==> src/rtl/bus_arbiter_if.sv <==
// Bus bundle for bus_arbiter: the IFU read port, the LSU read/write port
// and the shared memory port, grouped as one interface.
//   master modport : the arbiter itself (takes IFU/LSU requests and the
//                    memory responses, drives IFU/LSU responses and the
//                    memory request)
//   slave modport  : the attached agents (IFU, LSU and memory)
// Parameters: ADDR_W address width, DATA_W data width (byte strobes are
// DATA_W/8 bits wide).
interface bus_arbiter_if #(
    parameter int ADDR_W = 32,
    parameter int DATA_W = 32
);
    // IFU port (read-only)
    logic [ADDR_W-1:0]   ifu_araddr;
    logic                ifu_arvalid;
    logic [DATA_W-1:0]   ifu_rdata;
    logic                ifu_rvalid;
    logic                ifu_rerr;
    // LSU port (read or write)
    logic [ADDR_W-1:0]   lsu_araddr;
    logic                lsu_arvalid;
    logic [DATA_W-1:0]   lsu_rdata;
    logic                lsu_rvalid;
    logic [ADDR_W-1:0]   lsu_awaddr;
    logic [DATA_W-1:0]   lsu_wdata;
    logic [DATA_W/8-1:0] lsu_wstrb;
    logic                lsu_awvalid;
    logic                lsu_bvalid;
    logic                lsu_err;
    // Memory port
    logic [ADDR_W-1:0]   mem_araddr;
    logic                mem_arvalid;
    logic [DATA_W-1:0]   mem_rdata;
    logic                mem_rvalid;
    logic [ADDR_W-1:0]   mem_awaddr;
    logic [DATA_W-1:0]   mem_wdata;
    logic [DATA_W/8-1:0] mem_wstrb;
    logic                mem_awvalid;
    logic                mem_bvalid;

    modport master (
        input  ifu_araddr, ifu_arvalid,
        output ifu_rdata, ifu_rvalid, ifu_rerr,
        input  lsu_araddr, lsu_arvalid, lsu_awaddr, lsu_wdata, lsu_wstrb, lsu_awvalid,
        output lsu_rdata, lsu_rvalid, lsu_bvalid, lsu_err,
        output mem_araddr, mem_arvalid, mem_awaddr, mem_wdata, mem_wstrb, mem_awvalid,
        input  mem_rdata, mem_rvalid, mem_bvalid
    );

    modport slave (
        output ifu_araddr, ifu_arvalid,
        input  ifu_rdata, ifu_rvalid, ifu_rerr,
        output lsu_araddr, lsu_arvalid, lsu_awaddr, lsu_wdata, lsu_wstrb, lsu_awvalid,
        input  lsu_rdata, lsu_rvalid, lsu_bvalid, lsu_err,
        input  mem_araddr, mem_arvalid, mem_awaddr, mem_wdata, mem_wstrb, mem_awvalid,
        output mem_rdata, mem_rvalid, mem_bvalid
    );
endinterface

==> src/rtl/bus_arbiter.sv <==
// Two-master / one-slave arbiter sharing the memory bus between the IFU
// (reads) and the LSU (reads and writes). One transaction at a time,
// round-robin on conflicts, responses routed only to the owner, and a hung
// slave converted into an error response after TIMEOUT+1 owned cycles
// (TIMEOUT = 0 waits forever).
// Ports:
//   clk  rising-edge clock
//   rst  synchronous active-high reset; also forces every output to 0
//   bus  bus_arbiter_if.master (IFU port, LSU port, memory port)
module bus_arbiter #(
    parameter int ADDR_W  = 32,
    parameter int DATA_W  = 32,
    parameter int TIMEOUT = 255
) (
    input logic          clk,
    input logic          rst,
    bus_arbiter_if.master bus
);
    localparam int STRB_W = DATA_W / 8;
    localparam int CNT_W  = (TIMEOUT < 1) ? 1 : $clog2(TIMEOUT + 1);
    localparam logic [CNT_W-1:0] TMO = CNT_W'(TIMEOUT);

    typedef enum logic [2:0] {IDLE, IFU_RD, LSU_RD, LSU_WR, DONE} state_t;

    state_t              state, state_nxt;
    logic                last_owner, last_owner_nxt; // 0 = IFU, 1 = LSU
    logic [CNT_W-1:0]    wait_cnt;
    logic [ADDR_W-1:0]   req_addr;
    logic [DATA_W-1:0]   req_wdata;
    logic [STRB_W-1:0]   req_wstrb;

    logic                grant;
    logic [ADDR_W-1:0]   grant_addr;
    logic [DATA_W-1:0]   grant_wdata;
    logic [STRB_W-1:0]   grant_wstrb;
    logic                lsu_req;
    logic                rd_owned, owned, resp_in, timed_out, active;

    assign lsu_req   = bus.lsu_arvalid || bus.lsu_awvalid;
    assign rd_owned  = (state == IFU_RD) || (state == LSU_RD);
    assign owned     = rd_owned || (state == LSU_WR);
    assign resp_in   = rd_owned ? bus.mem_rvalid : ((state == LSU_WR) && bus.mem_bvalid);
    // A real response in the timeout cycle wins over the error.
    assign timed_out = owned && !resp_in && (TIMEOUT != 0) && (wait_cnt == TMO);
    // Reset must suppress an in-flight response in the same cycle, so all
    // outputs are qualified by it.
    assign active    = !rst;

    always_ff @(posedge clk) begin
        if (rst) begin
            state      <= IDLE;
            last_owner <= 1'b0;
            wait_cnt   <= '0;
            req_addr   <= '0;
            req_wdata  <= '0;
            req_wstrb  <= '0;
        end else begin
            state      <= state_nxt;
            last_owner <= last_owner_nxt;
            if (grant) begin
                wait_cnt  <= '0;
                req_addr  <= grant_addr;
                req_wdata <= grant_wdata;
                req_wstrb <= grant_wstrb;
            end else if (owned && !resp_in && wait_cnt != TMO) begin
                wait_cnt <= wait_cnt + 1'b1;
            end
        end
    end

    always_comb begin
        state_nxt      = state;
        last_owner_nxt = last_owner;
        grant          = 1'b0;
        grant_addr     = '0;
        grant_wdata    = '0;
        grant_wstrb    = '0;
        unique case (state)
            IDLE: begin
                // IFU wins only when alone or when the LSU owned last time.
                if (bus.ifu_arvalid && (!lsu_req || last_owner)) begin
                    state_nxt      = IFU_RD;
                    last_owner_nxt = 1'b0;
                    grant          = 1'b1;
                    grant_addr     = bus.ifu_araddr;
                end else if (bus.lsu_awvalid) begin
                    state_nxt      = LSU_WR;
                    last_owner_nxt = 1'b1;
                    grant          = 1'b1;
                    grant_addr     = bus.lsu_awaddr;
                    grant_wdata    = bus.lsu_wdata;
                    grant_wstrb    = bus.lsu_wstrb;
                end else if (bus.lsu_arvalid) begin
                    state_nxt      = LSU_RD;
                    last_owner_nxt = 1'b1;
                    grant          = 1'b1;
                    grant_addr     = bus.lsu_araddr;
                end
            end
            IFU_RD, LSU_RD, LSU_WR: begin
                if (resp_in || timed_out) state_nxt = DONE;
            end
            DONE:    state_nxt = IDLE;
            default: state_nxt = IDLE;
        endcase
    end

    always_comb begin
        bus.ifu_rvalid  = active && (state == IFU_RD) && (resp_in || timed_out);
        bus.ifu_rerr    = active && (state == IFU_RD) && timed_out;
        bus.ifu_rdata   = (active && (state == IFU_RD) && resp_in) ? bus.mem_rdata : '0;
        bus.lsu_rvalid  = active && (state == LSU_RD) && (resp_in || timed_out);
        bus.lsu_bvalid  = active && (state == LSU_WR) && (resp_in || timed_out);
        bus.lsu_err     = active && (state == LSU_RD || state == LSU_WR) && timed_out;
        bus.lsu_rdata   = (active && (state == LSU_RD) && resp_in) ? bus.mem_rdata : '0;
        bus.mem_arvalid = active && rd_owned && !timed_out;
        bus.mem_araddr  = (active && rd_owned) ? req_addr : '0;
        bus.mem_awvalid = active && (state == LSU_WR) && !timed_out;
        bus.mem_awaddr  = (active && state == LSU_WR) ? req_addr  : '0;
        bus.mem_wdata   = (active && state == LSU_WR) ? req_wdata : '0;
        bus.mem_wstrb   = (active && state == LSU_WR) ? req_wstrb : '0;
    end
endmodule

==> src/flat_wrapper.sv <==
// flat-port wrapper written by rule: the top's interface ports become plain ports
module bus_arbiter_flat 
#(
    parameter int ADDR_W  = 32,
    parameter int DATA_W  = 32,
    parameter int TIMEOUT = 255
)
  (clk, rst, bus_ifu_araddr, bus_ifu_arvalid, bus_ifu_rdata, bus_ifu_rvalid, bus_ifu_rerr, bus_lsu_araddr, bus_lsu_arvalid, bus_lsu_awaddr, bus_lsu_wdata, bus_lsu_wstrb, bus_lsu_awvalid, bus_lsu_rdata, bus_lsu_rvalid, bus_lsu_bvalid, bus_lsu_err, bus_mem_araddr, bus_mem_arvalid, bus_mem_awaddr, bus_mem_wdata, bus_mem_wstrb, bus_mem_awvalid, bus_mem_rdata, bus_mem_rvalid, bus_mem_bvalid);
  bus_arbiter_if #(.ADDR_W(ADDR_W), .DATA_W(DATA_W)) bus_i ();
  input logic clk;
  input logic rst;
  input wire logic [$bits(bus_i.ifu_araddr)-1:0] bus_ifu_araddr;
  input wire logic [$bits(bus_i.ifu_arvalid)-1:0] bus_ifu_arvalid;
  output wire logic [$bits(bus_i.ifu_rdata)-1:0] bus_ifu_rdata;
  output wire logic [$bits(bus_i.ifu_rvalid)-1:0] bus_ifu_rvalid;
  output wire logic [$bits(bus_i.ifu_rerr)-1:0] bus_ifu_rerr;
  input wire logic [$bits(bus_i.lsu_araddr)-1:0] bus_lsu_araddr;
  input wire logic [$bits(bus_i.lsu_arvalid)-1:0] bus_lsu_arvalid;
  input wire logic [$bits(bus_i.lsu_awaddr)-1:0] bus_lsu_awaddr;
  input wire logic [$bits(bus_i.lsu_wdata)-1:0] bus_lsu_wdata;
  input wire logic [$bits(bus_i.lsu_wstrb)-1:0] bus_lsu_wstrb;
  input wire logic [$bits(bus_i.lsu_awvalid)-1:0] bus_lsu_awvalid;
  output wire logic [$bits(bus_i.lsu_rdata)-1:0] bus_lsu_rdata;
  output wire logic [$bits(bus_i.lsu_rvalid)-1:0] bus_lsu_rvalid;
  output wire logic [$bits(bus_i.lsu_bvalid)-1:0] bus_lsu_bvalid;
  output wire logic [$bits(bus_i.lsu_err)-1:0] bus_lsu_err;
  output wire logic [$bits(bus_i.mem_araddr)-1:0] bus_mem_araddr;
  output wire logic [$bits(bus_i.mem_arvalid)-1:0] bus_mem_arvalid;
  output wire logic [$bits(bus_i.mem_awaddr)-1:0] bus_mem_awaddr;
  output wire logic [$bits(bus_i.mem_wdata)-1:0] bus_mem_wdata;
  output wire logic [$bits(bus_i.mem_wstrb)-1:0] bus_mem_wstrb;
  output wire logic [$bits(bus_i.mem_awvalid)-1:0] bus_mem_awvalid;
  input wire logic [$bits(bus_i.mem_rdata)-1:0] bus_mem_rdata;
  input wire logic [$bits(bus_i.mem_rvalid)-1:0] bus_mem_rvalid;
  input wire logic [$bits(bus_i.mem_bvalid)-1:0] bus_mem_bvalid;
  assign bus_i.ifu_araddr = bus_ifu_araddr;
  assign bus_i.ifu_arvalid = bus_ifu_arvalid;
  assign bus_ifu_rdata = bus_i.ifu_rdata;
  assign bus_ifu_rvalid = bus_i.ifu_rvalid;
  assign bus_ifu_rerr = bus_i.ifu_rerr;
  assign bus_i.lsu_araddr = bus_lsu_araddr;
  assign bus_i.lsu_arvalid = bus_lsu_arvalid;
  assign bus_i.lsu_awaddr = bus_lsu_awaddr;
  assign bus_i.lsu_wdata = bus_lsu_wdata;
  assign bus_i.lsu_wstrb = bus_lsu_wstrb;
  assign bus_i.lsu_awvalid = bus_lsu_awvalid;
  assign bus_lsu_rdata = bus_i.lsu_rdata;
  assign bus_lsu_rvalid = bus_i.lsu_rvalid;
  assign bus_lsu_bvalid = bus_i.lsu_bvalid;
  assign bus_lsu_err = bus_i.lsu_err;
  assign bus_mem_araddr = bus_i.mem_araddr;
  assign bus_mem_arvalid = bus_i.mem_arvalid;
  assign bus_mem_awaddr = bus_i.mem_awaddr;
  assign bus_mem_wdata = bus_i.mem_wdata;
  assign bus_mem_wstrb = bus_i.mem_wstrb;
  assign bus_mem_awvalid = bus_i.mem_awvalid;
  assign bus_i.mem_rdata = bus_mem_rdata;
  assign bus_i.mem_rvalid = bus_mem_rvalid;
  assign bus_i.mem_bvalid = bus_mem_bvalid;
  bus_arbiter #(.ADDR_W(ADDR_W), .DATA_W(DATA_W), .TIMEOUT(TIMEOUT)) u_core (.clk(clk), .rst(rst), .bus(bus_i));
endmodule
==> config.mk <==
export PLATFORM = sky130hd
export DESIGN_NAME = bus_arbiter_flat
export DESIGN_NICKNAME = d
export VERILOG_FILES = /design/src/rtl/bus_arbiter_if.sv /design/src/rtl/bus_arbiter.sv /design/src/flat_wrapper.sv
export SDC_FILE = /design/constraint.sdc
export NUM_CORES = 1
export LEC_CHECK = 0
export CELL_PAD_IN_SITES_DETAIL_PLACEMENT = 2
export CELL_PAD_IN_SITES_GLOBAL_PLACEMENT = 2
export CORE_ASPECT_RATIO = 1.4
export CORE_UTILIZATION = 18
export CTS_CLUSTER_SIZE = 30
export DETAILED_ROUTE_END_ITERATION = 8
export PLACE_DENSITY_LB_ADDON = 0.1
export SETUP_SLACK_MARGIN = 0.02
export SLEW_MARGIN = 30
export SYNTH_ARGS = -nofsm -noshare
export SYNTH_HDL_FRONTEND = slang
export SYNTH_SLANG_ARGS = --single-unit
==> constraint.sdc <==
create_clock -name clk -period 3.7 [get_ports clk]
set_input_delay 1.11 -clock clk [delete_from_list [all_inputs] [get_ports clk]]
set_output_delay 1.11 -clock clk [all_outputs]
set_load 0.1 [all_outputs]
== Yosys cells after proc, flatten, opt, wreduce, memory -nomap -nowiden ==
Cells that the tools add are included.

* Output and inout port bits: 171
* Flip-flop bits (word level): 80
* Input port bits: 171
* Word-level logic and storage cells: 78

* Reduce and logical (&&, ||, !) cells: 35
* Equality and inequality tests: 7
* Multiplexer cells: 29
* $add $sub $neg: 1

{| class="wikitable"
|+ Operator list
! cell !! count
|-
| 32-bit two-way mux || 12
|-
| 1-bit logical AND || 19
|-
| 4-bit two-way mux || 4
|-
| 3-bit two-way mux || 4
|-
| 8-bit by 1-bit adder with 8-bit output (second input constant) || 1
|-
| 8-bit == test (second input constant) || 1
|-
| 1-bit two-way mux || 8
|-
| 8-bit != test (second input constant) || 1
|-
| 3-bit by 2-bit == test with 1-bit output (second input constant) || 2
|-
| 1-bit logical OR || 6
|-
| 3-bit one-hot mux with 2 select lines || 1
|-
| 1-bit logical NOT || 4
|-
| 4-bit by 3-bit != test with 1-bit output (second input constant) || 1
|-
| 2-bit AND reduction || 2
|-
| 3-bit by 1-bit == test with 1-bit output (second input constant) || 1
|-
| 3-bit logical NOT || 1
|-
| 3-bit nonzero test || 1
|-
| 3-bit OR reduction || 1
|-
| 2-bit by 1-bit != test with 1-bit output (second input constant) || 1
|-
| 2-bit OR reduction || 1
|}

== Longest topological paths before layout ==
Gate-level depths: netlist of run 1.

* Word-level depth: 9
* Gate-level depth with buffers: 7
* Depth with buffers taken out: 5

== Worst setup path before layout of run 1 ==
No wires, ideal clock.

* Path type: input to output
* Start point: input bus_mem_rvalid
* End point: output bus_lsu_rvalid
* Path slack: -1344 ps
* Data required time: 2590 ps
* Cell stages on the path: 4
* Buffers on the path: 0
* Data arrival time: 3934 ps
* Path through: mux2_4 -> o21bai_1 -> a2bb2oi_1 -> nor3_1

* Cells in the longest elaborated chain, start to end: 6

{| class="wikitable"
|+ Ends and longest elaborated chain
! what !! line !! RTL
|-
| from (decl) || flat_wrapper.sv:34 || <nowiki>input wire logic [$bits(bus_i.mem_rvalid)-1:0] bus_mem_rvalid;</nowiki>
|-
| 1-bit two-way mux * || bus_arbiter.sv:42 || <nowiki>assign resp_in = rd_owned ? bus.mem_rvalid : ((state == LSU_WR) && bus.mem_bvalid);</nowiki>
|-
| 1-bit logical NOT || bus_arbiter.sv:44 || <nowiki>assign timed_out = owned && !resp_in && (TIMEOUT != 0) && (wait_cnt == TMO);</nowiki>
|-
| 1-bit logical AND (2 in series) || bus_arbiter.sv:44 ||
|-
| 1-bit logical OR * || bus_arbiter.sv:112 || <nowiki>bus.lsu_rvalid = active && (state == LSU_RD) && (resp_in || timed_out);</nowiki>
|-
| 1-bit logical AND * || bus_arbiter.sv:112 ||
|-
| to (decl) || flat_wrapper.sv:24 || <nowiki>output wire logic [$bits(bus_i.lsu_rvalid)-1:0] bus_lsu_rvalid;</nowiki>
|}

Mark *: on every way between the ends. The rest lies on a longest branch, timed or not.

== Final worst setup path of run 1 ==
* Start point: input bus_mem_rvalid
* End point: output bus_ifu_rerr

* Cells in the longest elaborated chain, start to end: 5

{| class="wikitable"
|+ Ends and longest elaborated chain
! what !! line !! RTL
|-
| 1-bit two-way mux || bus_arbiter.sv:42 ||
|-
| 1-bit logical NOT || bus_arbiter.sv:44 ||
|-
| 1-bit logical AND (2 in series) || bus_arbiter.sv:44 ||
|-
| 1-bit logical AND || bus_arbiter.sv:110 || <nowiki>bus.ifu_rerr = active && (state == IFU_RD) && timed_out;</nowiki>
|-
| to (decl) || flat_wrapper.sv:16 || <nowiki>output wire logic [$bits(bus_i.ifu_rerr)-1:0] bus_ifu_rerr;</nowiki>
|}

Every way passes these cells.

==> results of run 1 <==
-- layer usage --
layer	share of wire	wire (µm)	track usage	vias to the layer above
li1	-	-	-	2733
met1	0.33	8720	0.182	2900
met2	0.56	14700	0.374	240
met3	0.066	1720	0.0505	40
met4	0.037	956	0.0916	0
met5	0	0	0	-
-- cell usage after synthesis (5+ instances only) --
cell type  number
dfxtp_1        80
a21oi_1        40
nor2_1          7
nand2_1        45
nor3_1          6
a22o_1         36
inv_1          33
and2_1        165
a311o_1        32
or3_1           5
a222oi_1       32
buf_2          15
clkbuf_1       38
-- where the power goes --
group | total, W | leakage (nW) | internal (W) | switching (W)
sequential | 0.00109 | 0.654 | 0.000992 | 0.000102
clock | 0.00104 | 0.163 | 0.000606 | 0.000431
combinational | 0.00163 | 3.48 | 0.000688 | 0.000944
total | 0.00376 | 4.30 | 0.00229 | 0.00148
-- cells by family (layout without fill, tap and decap cells) --
kind of cell,Yosys count,count (layout),synth area share
AOI/OAI and AO/OA,160,160,0.272
adders and majority gates,1,1,0.00262
buffers and inverters,91,413,0.0795
DFF,80,80,0.336
muxes,1,1,0.00315
other,0,3,0
and+or+nand+nor,253,253,0.307
-- stage by stage --
step	area, µm²	setup TNS [ns]	utilization
2_1_floorplan	5000	-0.198	-
3_3_place_gp	10600	-0.618	0.404
3_5_place_dp	10600	-1.24	0.404
4_1_cts	10900	0	0.418
5_1_grt	10900	0	0.419
6_report	10900	0	0.419
-- worst max-delay path by stage --
stage	end	slack, ns
after floorplan	bus_lsu_rvalid	-0.20
after CTS	bus_lsu_rvalid	0.03
after global routing	bus_lsu_rvalid	0.04
after detailed placement	bus_lsu_rvalid	-0.29
final	bus_ifu_rerr	0.06
after global placement	bus_mem_arvalid	-0.16
-- registers in the layout, summed over array words and instances (netlist names) --
name and count:
u_core.last_owner 1, u_core.req_addr 32, u_core.req_wdata 32, u_core.req_wstrb 4
u_core.state 3, u_core.wait_cnt 8
-- final cells by class --
class / instances / area [µm²]
diodes: 3 / 7.51
clock buffers: 9 / 225
clock inverters: 7 / 106
fillers: 2688 / 15200
inverters: 33 / 124
multi-input cells: 415 / 3070
flip-flops and latches: 80 / 1600
well taps: 324 / 405
repair buffers: 364 / 5400
-- what timing repair did --
action,CTS,global route
endpoints found under the hold margin,0,0
setup buffers,1,0
gates cloned,0,0
pin swaps,2,1
endpoints found under the setup margin,7,1
gates resized for setup,7,2
-- worst min-delay path, stage by stage, from the launching register on --
cell     delay, ns
dfxtp_1       0.32
nand2_1       0.05
a21oi_1       0.05
-- placed cells by master, fill, tap and decap left out, drive strengths merged, types with 4 or more instances in the layout --
| cell type | instances |
|---|---|
| inv | 37 |
| o21ai | 4 |
| or3 | 6 |
| dfxtp | 80 |
| clkbuf | 9 |
| nor3 | 7 |
| nor2b | 4 |
| a21oi | 41 |
| and2 | 165 |
| nand2 | 45 |
| a222oi | 32 |
| buf | 196 |
| a22o | 36 |
| nor2 | 7 |
| nand3 | 4 |
| and3 | 4 |
| a311o | 32 |
| clkdlybuf4s50 | 166 |
==> impl_metrics.py, run 1 <==
metrics = {
    "status": {
        "status": "finished, final reports clean",
    },
    "yosys": {
        "ys_seq_area_frac": 0.336,
        "synthTopCellsByArea": "dfxtp_1 (34%), and2_1 (22%), a222oi_1 (6.7%)",
        "synth-seq-cells": 80,
        "syn_area_um2": 4770,
        "yosysTopAreaCellShare": 0.336,
        "postSynthAreaPerCell_um2": 8.14,
        "ys_async_sr_fraction": 0,
        "synth-warning-count": 0,
        "synth_ff_type": "dfxtp_1",
        "synth_edf_count": 0,
        "synth_top_cell_by_area": "dfxtp_1",
        "syn_inst": 586,
        "yosysUniqueCellTypes": 43,
        "synthesis.nets": 758,
    },
    "die": {
        "num_rows": 70,
        "initial_core_util": 0.183,
        "dieArea_um2": 27200,
        "core_um2": 26100,
        "die_w_um": 140,
        "die_h_um": 195,
        "num_io_pins": 342,
    },
    "timing": {
        "fin_skew_ns": 0.0128,
        "hold_viol": 0,
        "worst_pin_slew_ns": 0.634,
        "layout_setup_ws_ns": 0.0624,
        "fin_crit_sh": 0.983,
        "rsz0062_at_grt": "no",
        "final-setup-viol-count": 0,
        "whs_ns": 0.468,
        "fmax_mhz": 275,
        "period_needed_ns": 3.64,
        "slew_headroom": 0.578,
        "slew_viol_final": 0,
    },
    "critical_path": {
        "cp.arrival_ns": 2.53,
        "regToRegEndpoint": "u_core.wait_cnt[5]",
        "slowest_stage": "mux2_4",
        "path_cells": "dlygate4sd2_1 -> mux2_4 -> buf_4 -> o21ba_4 -> nor3_4 -> buf_12",
        "cp-end-kind": "primary output",
        "timing.critical_path.buf_inv": 3,
        "cpLargestDelayFamily": "buffers and inverters",
        "crit_path_max_fanout": 4,
        "reg2reg_slack_ns": 1.47,
        "cpPeakStageDelay_ns": 0.33,
        "worstSetupStartpoint": "bus_mem_rvalid",
        "required_ns": 2.59,
        "crit_type": "input port to primary output",
        "cp_num_cells": 6,
        "critical_path.startpoint_type": "input port",
        "r2r_start": "u_core.state[1]",
        "reg2reg_depth": 6,
    },
    "route": {
        "wl_um": 26100,
        "post_drt_wl_per_cell_um": 21.1,
        "ant_nets": 0,
        "drtPass1Iterations": 6,
        "num_vias": 5913,
        "drtIter0Drc": 259,
        "drc": 0,
        "viasPerCell": 4.79,
    },
    "clocking": {
        "cts.sinks": 80,
        "clk_latency_ns": 0.36,
        "tritoncts": "yes",
        "cts_max_path_buffers": 2,
        "cts-root-buf": "clkbuf_16",
        "htreeDepth": 3,
        "cts_hold_buf": 0,
        "cts_buffers": 9,
        "clk_pin_slew_ns": 0.07,
    },
    "placed_design": {
        "place_ws_ns": -0.290,
        "place_hpwl_um": 20500,
        "routabilityCongestion": 0.783,
        "numPortBuffers": 341,
        "dpl.cell_count": 1215,
    },
    "pwr": {
        "leakagePower_nw": 4.30,
        "p_total_w": 0.00376,
        "power_density_nw_per_um2": 344,
        "vdd_drop_max_mv": 0.231,
    },
    "final_layout": {
        "instances_no_fill": 1235,
        "syn_to_final_growth_pct": 129,
        "final_nets": 1075,
        "drive_gt1_frac": 0.396,
    },
    "grt": {
        "grt.total_usage": 0.191,
        "grt_pass1_vias": 6516,
        "grt_pass1_wl_um": 39400,
        "grt_max_degree": 62,
        "gr-total-overflow": 0,
        "antenna_found_initial": 3,
    },
    "flow_run": {
        "max_cap_violations": 0,
    },
    "worst_hold_path": {
        "holdPathEnd": "u_core.req_addr[14]",
        "hold_class": "flip-flop to flip-flop",
        "min_from": "u_core.req_addr[14]",
        "whs_path_depth": 2,
    },
}
Note: power is estimated with default switching activity, not from simulation.
==> run 2, diff against run 1 <==
- SKIP_CTS_REPAIR_TIMING: default -> 1
==> run 2 against run 1 <==
Hold slack about the same. Cell area about the same. Die area stayed put. Cell count shrank 0.16%. Via count about the same. Sequential share of layout area about the same. Wire length increased by 0.11%. First-iteration DRC count shrank 2.3%. Register-to-register slack hardly changed. Critical path type unchanged. Critical endpoint is now bus_mem_wdata[2].
==> impl_metrics.py, run 2 (synthesized netlist as in run 1, its figures left out) <==
metrics = {
    "status": {
        "status": "finished, final reports clean",
    },
    "route": {
        "drtPass1Iterations": 7,
        "drc": 0,
        "wl_um": 26100,
        "num_vias": 5912,
        "drtIter0Drc": 253,
        "post_drt_wl_per_cell_um": 21.2,
        "viasPerCell": 4.79,
        "ant_nets": 0,
    },
    "critical_path": {
        "cp_num_cells": 7,
        "cp.arrival_ns": 2.42,
        "path_cells": "buf_2 -> nor2_1 -> buf_4 -> and3_2 -> buf_12 -> and2_2 -> buf_12",
        "cpPeakStageDelay_ns": 0.26,
        "timing.critical_path.buf_inv": 4,
        "cp-end-kind": "primary output",
        "critical_path.startpoint_type": "input port",
        "crit_type": "input port to primary output",
        "slowest_stage": "and3_2",
        "endpoint": "bus_mem_wdata[2]",
        "worstSetupStartpoint": "rst",
        "crit_path_max_fanout": 36,
        "cpMostUsedCell": "buf_12",
        "regToRegEndpoint": "u_core.wait_cnt[5]",
        "reg2reg_depth": 6,
        "cpLargestDelayFamily": "buffers and inverters",
        "reg2reg_slack_ns": 1.47,
        "r2r_start": "u_core.state[1]",
        "required_ns": 2.59,
    },
    "die": {
        "die_w_um": 140,
        "die_h_um": 195,
        "num_io_pins": 342,
        "num_rows": 70,
        "initial_core_util": 0.183,
        "core_um2": 26100,
        "dieArea_um2": 27200,
    },
    "final_layout": {
        "final_cell_mix": "buf_12 (180), clkdlybuf4s50_1 (166), and2_2 (128)",
        "largestRegisters": "u_core.req_addr (32), u_core.req_wdata (32), u_core.wait_cnt (8)",
        "final_common_cell": "buf_12",
        "syn_to_final_growth_pct": 129,
        "final_nets": 1073,
        "num-fill-cells": 2680,
        "drive_gt1_frac": 0.396,
        "instances_no_fill": 1233,
        "fin_util": 0.419,
    },
    "timing": {
        "fin_skew_ns": 0.0127,
        "worst_pin_slew_ns": 0.674,
        "hold_viol": 0,
        "layout_setup_ws_ns": 0.174,
        "final-setup-viol-count": 0,
        "slew_viol_final": 0,
        "fmax_mhz": 284,
        "fin_crit_sh": 0.953,
        "rsz0062_at_grt": "no",
        "slew_headroom": 0.547,
        "period_needed_ns": 3.53,
        "setup_tns_ns": 0,
    },
    "clocking": {
        "cts_buffers": 9,
        "clk_latency_ns": 0.36,
        "clk_pin_slew_ns": 0.07,
        "cts_max_path_buffers": 2,
        "htreeDepth": 3,
        "cts-root-buf": "clkbuf_16",
        "cts.sinks": 80,
        "tritoncts": "yes",
    },
    "pwr": {
        "p_total_w": 0.00377,
        "vdd_drop_max_mv": 0.232,
        "leakagePower_nw": 4.31,
        "power_density_nw_per_um2": 344,
    },
    "placed_design": {
        "place_ws_ns": -0.290,
        "numPortBuffers": 341,
        "dpl.cell_count": 1215,
        "place_hpwl_um": 20500,
        "routabilityCongestion": 0.783,
    },
    "grt": {
        "use_met1": 0.182,
        "use_met3": 0.0503,
        "gr-total-overflow": 0,
        "grt.total_usage": 0.191,
        "grt_max_degree": 62,
        "grt_pass1_vias": 6513,
        "grt_pass1_wl_um": 39400,
        "globalRouteMet2Util": 0.376,
        "antenna_found_initial": 3,
        "top_usage_layer": "met2",
    },
    "worst_hold_path": {
        "hold_class": "flip-flop to flip-flop",
    },
    "flow_run": {
        "max_cap_violations": 0,
    },
}
run 2: cell count changes in the layout (fill, tap and decap cells not counted), sizes merged:
cell          delta
dlygate4sd2      -2
dlymetal6s2s     +2
buf              -2
run 2: cell type report:
class,count,area (µm²),area share
Sequential cell,80,1600,0.146
Clock buffer,9,225,0.0206
Inverter,33,124,0.0113
Multi-Input combinational cell,415,3080,0.282
Timing Repair Buffer,362,5390,0.493
Clock inverter,7,106,0.00972
Tap cell,324,405,0.0370
Antenna cell,3,7.51,0.000686
run 2: report_power, final:
group / switching [W] / internal (W) / total, W
logic: 0.000947 / 0.000689 / 0.00164
registers: 0.000104 / 0.000992 / 0.00110
clock network: 0.000432 / 0.000606 / 0.00104
run 2: stage by stage:
step	instance area (µm²)	hold WS, ns
floorplan	5000	0.433
global placement	10600	0.452
detailed placement	10600	0.459
CTS	10900	0.472
global route	10900	0.493
finish	10900	0.468
run 2: how the worst min path moves through the flow:
stage | startpoint | endpoint | slack [ns] | cells after the start
finish | u_core.req_addr[14] | u_core.req_addr[14] | 0.47 | 2
global route | u_core.req_wdata[14] | u_core.req_wdata[14] | 0.49 | 1
CTS | u_core.req_addr[14] | u_core.req_addr[14] | 0.47 | 2
detailed placement | u_core.req_wdata[15] | u_core.req_wdata[15] | 0.46 | 1
global placement | u_core.last_owner | u_core.last_owner | 0.45 | 2
floorplan | u_core.last_owner | u_core.last_owner | 0.43 | 2
run 2: per-layer routing:
| layer | vias to the layer above | part of all wire |
|---|---|---|
| li1 | 2729 | - |
| met1 | 2913 | 0.33 |
| met2 | 230 | 0.57 |
| met3 | 40 | 0.065 |
| met4 | 0 | 0.035 |
| met5 | - | 0 |
run 2: tightest hold or removal path, cell delays in order (launching register included):
cell and delay, ns:
dfxtp_1 0.32, nand2_1 0.05, a21oi_1 0.05
==> run 3, diff against run 2 <==
- ABC_AREA: default -> 1
- CAP_MARGIN: default -> 25
- CORE_UTILIZATION: 18 -> 16
==> run 3 against run 2 <==
Maximum frequency shrank 2.9%. Wire length increased by 2.3%. Setup slack got worse by 0.10 ns. Total power shrank 4.7%. Combinational power about the same. Hold slack got worse by 0.011 ns. Count of clock-buffer cells in the layout grew 2. Cell count rose by 21%. Via count rose by 6.7%. Area after synthesis grew 0.29%. Critical endpoint is now bus_lsu_rdata[4]. Largest cell class unchanged. Largest power group unchanged. Highest routed layer unchanged.
==> impl_metrics.py, run 3 <==
metrics = {
    "grt": {
        "antenna_found_initial": 0,
        "grt.total_usage": 0.169,
        "gr-total-overflow": 0,
        "grt_max_degree": 66,
        "grt_pass1_wl_um": 39200,
        "grt_pass1_vias": 6729,
    },
    "die": {
        "num_io_pins": 342,
        "die_w_um": 148,
        "num_rows": 74,
        "core_um2": 29300,
        "initial_core_util": 0.164,
        "die_h_um": 207,
        "dieArea_um2": 30600,
    },
    "clocking": {
        "cts_buffers": 9,
        "clk_latency_ns": 0.36,
        "htreeDepth": 3,
        "clk_pin_slew_ns": 0.06,
        "cts-root-buf": "clkbuf_16",
        "cts_max_path_buffers": 2,
        "cts.sinks": 80,
        "tritoncts": "yes",
    },
    "critical_path": {
        "required_ns": 2.59,
        "cp-end-kind": "primary output",
        "cp_num_cells": 8,
        "reg2reg_depth": 6,
        "critical_path.startpoint_type": "input port",
        "timing.critical_path.buf_inv": 4,
        "cpPeakStageDelay_ns": 0.33,
        "path_cells": "buf_2 -> inv_1 -> nand3_1 -> nor2_1 -> nand2_8 -> clkbuf_16 -> nor2_4 -> buf_12",
        "cpLargestDelayFamily": "simple AND/OR/NAND/NOR gates",
        "crit_path_max_fanout": 6,
        "crit_type": "input port to primary output",
        "cp.arrival_ns": 2.52,
        "slowest_stage": "nor2_1",
    },
    "yosys": {
        "yosysTopAreaCellShare": 0.335,
        "synthesis.nets": 946,
        "synth_top_cell_by_area": "dfxtp_1",
        "synthTopCellsByArea": "dfxtp_1 (33%), nor2_1 (15%), inv_1 (9.1%)",
        "syn_area_um2": 4780,
        "post-synth-top-count-cell": "nor2_1",
        "netlist_top_cells_count": "nor2_1 (187), inv_1 (116), nand2_1 (101)",
        "synth-warning-count": 0,
        "synth_edf_count": 0,
        "ys_seq_area_frac": 0.335,
        "yosysUniqueCellTypes": 28,
        "synth-seq-cells": 80,
        "syn_inst": 774,
        "ys_async_sr_fraction": 0,
        "synth_ff_type": "dfxtp_1",
        "postSynthAreaPerCell_um2": 6.18,
    },
    "final_layout": {
        "final_common_cell": "buf_12",
        "diodes": 0,
        "final_nets": 1276,
        "fin_area_um2": 11900,
        "instances_no_fill": 1489,
        "largestRegisters": "u_core.req_addr (32), u_core.req_wdata (32), u_core.wait_cnt (8)",
        "drive_gt1_frac": 0.370,
        "final_cell_mix": "buf_12 (177), clkdlybuf4s50_1 (168), nor2_4 (133)",
        "syn_to_final_growth_pct": 148,
        "fin_util": 0.406,
    },
    "timing": {
        "slew_viol_final": 0,
        "whs_ns": 0.457,
        "fmax_mhz": 275,
        "period_needed_ns": 3.63,
        "worst_pin_slew_ns": 0.738,
        "hold_viol": 0,
        "slew_headroom": 0.507,
        "fin_skew_ns": 0.0137,
        "fin_crit_sh": 0.981,
        "final-setup-viol-count": 0,
    },
    "placed_design": {
        "dpl.cell_count": 1467,
        "place_hpwl_um": 20200,
        "place_area_um2": 11200,
        "routabilityCongestion": 0.711,
        "numPortBuffers": 341,
    },
    "flow_run": {
        "max_cap_violations": 0,
    },
    "pwr": {
        "leakagePower_nw": 4.30,
        "power_density_nw_per_um2": 302,
        "vdd_drop_max_mv": 0.219,
    },
    "route": {
        "num_vias": 6306,
        "viasPerCell": 4.24,
        "wl_um": 26700,
        "ant_nets": 0,
        "drtPass1Iterations": 4,
        "post_drt_wl_per_cell_um": 18.0,
        "drtIter0Drc": 117,
        "drc": 0,
    },
    "worst_hold_path": {
        "whs_path_depth": 2,
        "hold_class": "flip-flop to flip-flop",
    },
    "status": {
        "status": "finished, final reports clean",
    },
}
-- run 3: cell types whose count changed after synthesis, sizes merged, moves of 36 or more --
cell	delta
a22o	-36
and2	-165
inv	+87
nand2	+57
nand3	+70
nor2	+185
o21ai	+70
-- run 3: cell type report --
cell class,count,area [µm²]
multi-input combinational,523,3550
timing repair buffer,370,5520
sequential,80,1600
clock inverter,5,41.3
inverter,120,450
clock buffer,11,243
tap,380,475
fill,3181,17400
-- run 3: through the flow --
step	setup TNS (ns)	power [W]	setup WS, ns
floorplan	-16.39	0.00208	-0.386
global placement	-0.326	0.00268	-0.0318
detailed placement	-0.501	0.00271	-0.0713
CTS	-0.548	0.00363	-0.0755
global route	-0.0370	0.00381	-0.0213
finish	0	0.00359	0.0692
-- run 3: path summary, 6_finish.rpt --
path                             from                   to  slack [ns]
setup / recovery                  rst     bus_lsu_rdata[4]        0.07
hold reg to reg   u_core.req_addr[23]  u_core.req_addr[23]        0.46
setup reg to reg      u_core.state[0]  u_core.req_wdata[7]        1.89
hold / removal    u_core.req_addr[23]  u_core.req_addr[23]        0.46
-- run 3: worst min-delay path: cells and delay by family, from the launching register on --
family | cells | cell delay [ns]
simple gates | 1 | 0.06
flops | 1 | 0.31
compound gates | 1 | 0.05
-- run 3: metal layers --
metal / routed length, µm / up-vias / GRT usage
met4: 413 / 0 / 0.0464
met5: 0 / - / 0
met1: 9600 / 3044 / 0.172
met3: 1590 / 21 / 0.0486
li1: - / 3057 / -
met2: 15100 / 184 / 0.331
-- run 3: cells by family (layout without fill, tap and decap cells) --
logic type      after synthesis  in the layout  share of synthesized area
buf+inv                     171            506                      0.148
fa+ha+maj                     1              1                    0.00261
xor+xnor                      4              4                    0.00732
flops                        80             80                      0.335
simple gates                400            400                      0.362
compound gates              118            118                      0.145
-- run 3: power breakdown --
group | internal (W) | leakage, nW | total, W | switching, W
clock network | 0.000479 | 0.132 | 0.000896 | 0.000417
registers | 0.000996 | 0.655 | 0.00107 | 0.0000736
logic | 0.000571 | 3.51 | 0.00163 | 0.00106
total | 0.00205 | 4.30 | 0.00359 | 0.00155
